[config.mk]
export PLATFORM = sky130hd
export DESIGN_NAME = vending_credit_ctrl
export DESIGN_NICKNAME = d
export VERILOG_FILES = /design/src/rtl/vending_credit_ctrl.sv
export SDC_FILE = /design/constraint.sdc
export NUM_CORES = 1
export LEC_CHECK = 0
export ABC_CLOCK_PERIOD_IN_PS = 2800
export CAP_MARGIN = 30
export CORE_MARGIN = 4
export CORE_UTILIZATION = 25
export DETAILED_ROUTE_END_ITERATION = 10
export HOLD_SLACK_MARGIN = 0.15
export PLACE_DENSITY = 0.42
export SLEW_MARGIN = 40
export SYNTH_ARGS = -nofsm -noshare
export SYNTH_HDL_FRONTEND = slang
export SYNTH_SLANG_ARGS = --single-unit
[constraint.sdc]
create_clock -name clk -period 2.8 [get_ports clk]
set_input_delay 0.84 -clock clk [delete_from_list [all_inputs] [get_ports clk]]
set_output_delay 0.84 -clock clk [all_outputs]
set_load 0.02 [all_outputs]
[src/rtl/vending_credit_ctrl.sv]
// Vending credit controller: coin accumulation, price compare, vend/refund.
// Define VEND_CHANGE_EN to vend on credit >= price and refund the change.
module vending_credit_ctrl #(
    parameter int N_PROD      = 8,
    parameter int SEL_W       = 3,
    parameter int VAL_W       = 5,
    parameter int TIMEOUT_CYC = 16,
    parameter logic [N_PROD*VAL_W-1:0] PRICES =
        {5'd12, 5'd10, 5'd8, 5'd7, 5'd6, 5'd5, 5'd4, 5'd2}
) (
    input  logic             clk,
    input  logic             reset,
    input  logic             coin_valid,
    input  logic [VAL_W-1:0] coin_value,
    input  logic             sel_valid,
    input  logic [SEL_W-1:0] product_sel,
    output logic [VAL_W-1:0] credit_total,
    output logic             release_product,
    output logic             refund,
    output logic [VAL_W-1:0] refund_value,
    output logic             coin_reject,
    output logic             busy
);

    localparam int TW = (TIMEOUT_CYC > 1) ? $clog2(TIMEOUT_CYC) : 1;
    localparam logic [TW-1:0] TLAST = TW'(TIMEOUT_CYC - 1);

    typedef enum logic [2:0] {
        IDLE, COLLECT, CHECK, VEND, REFUND
    } state_t;

    state_t           state, state_nx;
    logic [VAL_W-1:0] credit, credit_nx;
    logic [TW-1:0]    timer, timer_nx;
    logic [SEL_W-1:0] sel_q, sel_nx;
    logic [VAL_W-1:0] change_q, change_nx;
    logic [VAL_W-1:0] amt;
    logic             reject_nx;
    logic [VAL_W:0]   sum;
    logic [VAL_W-1:0] price;

    logic             release_nx, refund_nx, busy_nx;
    logic [VAL_W-1:0] refval_nx;

    // Out-of-range indices read as price 0, which forces a full refund.
    function automatic logic [VAL_W-1:0] price_of(input logic [SEL_W-1:0] s);
        logic [VAL_W-1:0] p;
        p = '0;
        for (int i = 0; i < N_PROD; i++)
            if (s == SEL_W'(i))
                p = PRICES[i*VAL_W +: VAL_W];
        return p;
    endfunction

    always_ff @(posedge clk) begin
        if (reset) begin
            state           <= IDLE;
            credit          <= '0;
            timer           <= '0;
            sel_q           <= '0;
            change_q        <= '0;
            release_product <= 1'b0;
            refund          <= 1'b0;
            refund_value    <= '0;
            coin_reject     <= 1'b0;
            busy            <= 1'b0;
        end else begin
            state           <= state_nx;
            credit          <= credit_nx;
            timer           <= timer_nx;
            sel_q           <= sel_nx;
            change_q        <= change_nx;
            release_product <= release_nx;
            refund          <= refund_nx;
            refund_value    <= refval_nx;
            coin_reject     <= reject_nx;
            busy            <= busy_nx;
        end
    end

    always_comb begin
        state_nx  = state;
        credit_nx = credit;
        timer_nx  = timer;
        sel_nx    = sel_q;
        change_nx = change_q;
        amt       = '0;
        reject_nx = 1'b0;
        sum       = {1'b0, credit} + {1'b0, coin_value};
        price     = price_of(sel_q);
        unique case (state)
            IDLE: begin
                if (coin_valid) begin
                    if (coin_value != '0) begin
                        credit_nx = coin_value;
                        timer_nx  = '0;
                        state_nx  = COLLECT;
                    end else begin
                        reject_nx = 1'b1;
                    end
                end
            end
            COLLECT: begin
                if (sel_valid) begin
                    sel_nx    = product_sel;
                    state_nx  = CHECK;
                    reject_nx = coin_valid;
                end else if (coin_valid) begin
                    timer_nx = '0;
                    if (sum[VAL_W])
                        reject_nx = 1'b1;
                    else
                        credit_nx = sum[VAL_W-1:0];
                end else if (timer == TLAST) begin
                    amt       = credit;
                    credit_nx = '0;
                    state_nx  = REFUND;
                end else begin
                    timer_nx = timer + 1'b1;
                end
            end
            CHECK: begin
                reject_nx = coin_valid;
                credit_nx = '0;
                timer_nx  = '0;
                change_nx = '0;
                amt       = credit;
                state_nx  = REFUND;
`ifdef VEND_CHANGE_EN
                if (price != '0 && credit >= price) begin
                    change_nx = credit - price;
                    amt       = '0;
                    state_nx  = VEND;
                end
`else
                if (price != '0 && credit == price) begin
                    amt      = '0;
                    state_nx = VEND;
                end
`endif
            end
            VEND: begin
                reject_nx = coin_valid;
                credit_nx = '0;
                if (change_q != '0) begin
                    amt      = change_q;
                    state_nx = REFUND;
                end else begin
                    state_nx = IDLE;
                end
            end
            REFUND: begin
                reject_nx = coin_valid;
                credit_nx = '0;
                state_nx  = IDLE;
            end
            default: state_nx = IDLE;
        endcase
    end

    always_comb begin
        release_nx = (state_nx == VEND);
        refund_nx  = (state_nx == REFUND);
        refval_nx  = refund_nx ? amt : '0;
        busy_nx    = (state_nx == CHECK) || (state_nx == VEND)
                  || (state_nx == REFUND);
    end

    assign credit_total = credit;

endmodule

==> results.toml, run 1 <==
[die]
placementRows = 26
die-area_um2 = 6670
num_io_pins = 26
core-area_um2 = 5170
initial_utilization = 0.262
fp.dieW_um = 81.7
die_h_um = 81.7

[synth]
yosysTopAreaCellShare = 0.354
synth-edff-count = 0
synth_flop_cell = "dfxtp_1"
synthArstFlopShare = 0
synthTopCellsByArea = "dfxtp_1 (35%), ha_1 (5.5%), o21ai_0 (5.5%)"
yosysUniqueCellTypes = 41
syn_area_um2 = 1360
yosys_warnings = 0
yosysTopAreaCell = "dfxtp_1"
synth_cells = 158
yosysSeqAreaShare = 0.354
postSynthAreaPerCell_um2 = 8.59
synth_seq_cells = 24
synth_nets = 177

[global_routing]
grt_pass1_vias = 1261
grtUsageTotal = 0.111
grt_max_degree = 19
grt_overflow = 0
grt_pass1_wl_mm = 5.83
antenna_found_initial = 0

[timing]
timing.fmax_mhz = 376
post-route-period-util = 0.951
setup_viol = 0
slew_viol_final = 0
rsz0062_at_grt = "no"
hold_violations = 0
worstMarginPinSlew_ns = 0.662
min_period_ns = 2.66
skew_ns = 0.00567
relSlewSlack = 0.555

[power]
power.total_mw = 0.962
leakagePower_nw = 0.691
powerDensity_nw_per_um2 = 522
ir_drop_v = 0.000203

[route]
drc = 0
drt_first_iter_violations = 70
wl_per_cell_um = 13.4
top_layer_used = "met4"
wl_met2_mm = 1.66
vias_per_cell = 4.89
ant_nets = 0
drt-met1-wl_mm = 1.70
num_vias = 1291
wl_mm = 3.53
wl_met3_um = 123
drt_pass1_iterations = 3

[place]
place_congestion = 0.796
portBuffers = 25
postPlaceCellArea_um2 = 1770
dp.final_hpwl_mm = 2.68

[cells_and_area]
diodes = 0
layout-drive-gt1-share = 0.103
final_common_cell = "clkdlybuf4s50_1"
nNetsFinal = 214
fillers = 521
layout.cells.most_common_list = "clkdlybuf4s50_1 (25), dfxtp_1 (24), o21ai_0 (15), a21oi_1 (13), nor2_1 (13)"
final_cell_area_um2 = 1840
syn2layout_area_growth_pct = 35.8

[clocking]
cts_tree = "built"
post_cts_resized = 0
cts_buffers = 3
root_buffer = "clkbuf_8"
cts.sinks = 24
clock_latency_ns = 0.27
post_cts_buffers = 0
cts_hold_buf = 0
path_clk_slew_ns = 0.09
cts_max_path_buffers = 2
htree_levels = 1

[critical_path]
startpoint_type = "input port"
cp.required_ns = 2.97
endpoint_kind = "flip-flop"
crit_arrival_ns = 2.83
path_class = "input port to flip-flop"
crit_fanout = 7

[run_status]
status = "finished clean"

[min_path]
hp-class = "flip-flop to flip-flop"

[run]
drv_cap = 0
## worst paths after layout
| path | to | slack [ns] | start | depth (start not counted) |
|---|---|---|---|---|
| worst max register to register | credit_total[0] | 0.76 | credit_total[1] | 7 |
| worst min-delay path | timer[1] | 0.51 | timer[1] | 2 |
| worst max-delay path | timer[2] | 0.14 | coin_value[0] | 6 |
| worst min register to register | timer[1] | 0.51 | timer[1] | 2 |
## area by class of cell
type,count,area [um2],area share
Clock buffer,3,41.3,0.0224
Tap cell,70,87.6,0.0475
Multi-Input combinational cell,121,833,0.452
Timing Repair Buffer,37,340,0.185
Inverter,8,30.0,0.0163
Clock inverter,1,30.0,0.0163
Sequential cell,24,480,0.261
## sequential cells by signal (all words and copies together) (netlist names), 3 cells and up
signal	flops
credit_total	5
refund_value	5
timer	4
sel_q	3
state	3
## worst max-delay path: stages
cell	delay [ns]
clkdlybuf4s50_1	0.46
or4_4	0.56
o211a_1	0.26
o311a_4	0.39
a211o_1	0.26
o41ai_1	0.06
## synthesized netlist by cell type, types with 3 or more instances
library cell,n
inv_1,8
nand3_1,3
ha_1,6
nor2b_1,4
nor2_1,13
a211oi_1,3
or3_1,3
clkbuf_1,5
o21bai_1,3
dfxtp_1,24
o21ai_0,15
a21boi_0,3
nand2b_1,6
mux2i_1,3
nand2_1,11
a311oi_1,5
a21oi_1,13
## layer usage
| layer | vias up | global-route usage |
|---|---|---|
| met2 | 22 | 0.194 |
| met5 | - | 0 |
| met4 | 0 | 0.0282 |
| met1 | 605 | 0.136 |
| met3 | 5 | 0.0285 |
| li1 | 659 | - |
## cells by family after synthesis
kind of cell             synth area share
AND/OR/NAND/NOR                     0.204
adder cells (fa/ha/maj)            0.0700
AO/OA/AOI/OAI                       0.301
multiplexers                       0.0221
buffers and inverters              0.0359
flip-flops                          0.354
XOR/XNOR                           0.0129
## power breakdown
| part | total (mW) | internal [mW] | switching (mW) | leakage (nW) |
|---|---|---|---|---|
| Combinational | 0.256 | 0.133 | 0.123 | 0.460 |
| Sequential | 0.393 | 0.359 | 0.0342 | 0.195 |
| Clock | 0.313 | 0.191 | 0.121 | 0.0357 |
## stage by stage
stage | TNS, ns | setup WS (ns) | cells | util | hold slack (ns)
floorplan | 0 | 0.432 | 158 | - | 0.457
finish | 0 | 0.137 | 264 | 0.356 | 0.509
detailed placement | -0.644 | -0.156 | 260 | 0.342 | 0.494
global route | 0 | 0.0443 | 264 | 0.356 | 0.534
CTS | 0 | 0.127 | 264 | 0.355 | 0.508
global placement | -0.307 | -0.102 | 260 | 0.342 | 0.477
No activity file was read; power rests on OpenSTA's default activity.
==> run 2: changes to the inputs <==
- CAP_MARGIN: 30 -> 0
==> results of run 2 <==
No change in the layout: final DEF, timing and power equal those of run 1.
==> run 3: changes to the inputs <==
- CAP_MARGIN: 0 -> 20
==> results of run 3 <==
No change in the layout: final DEF, timing and power equal those of run 1.
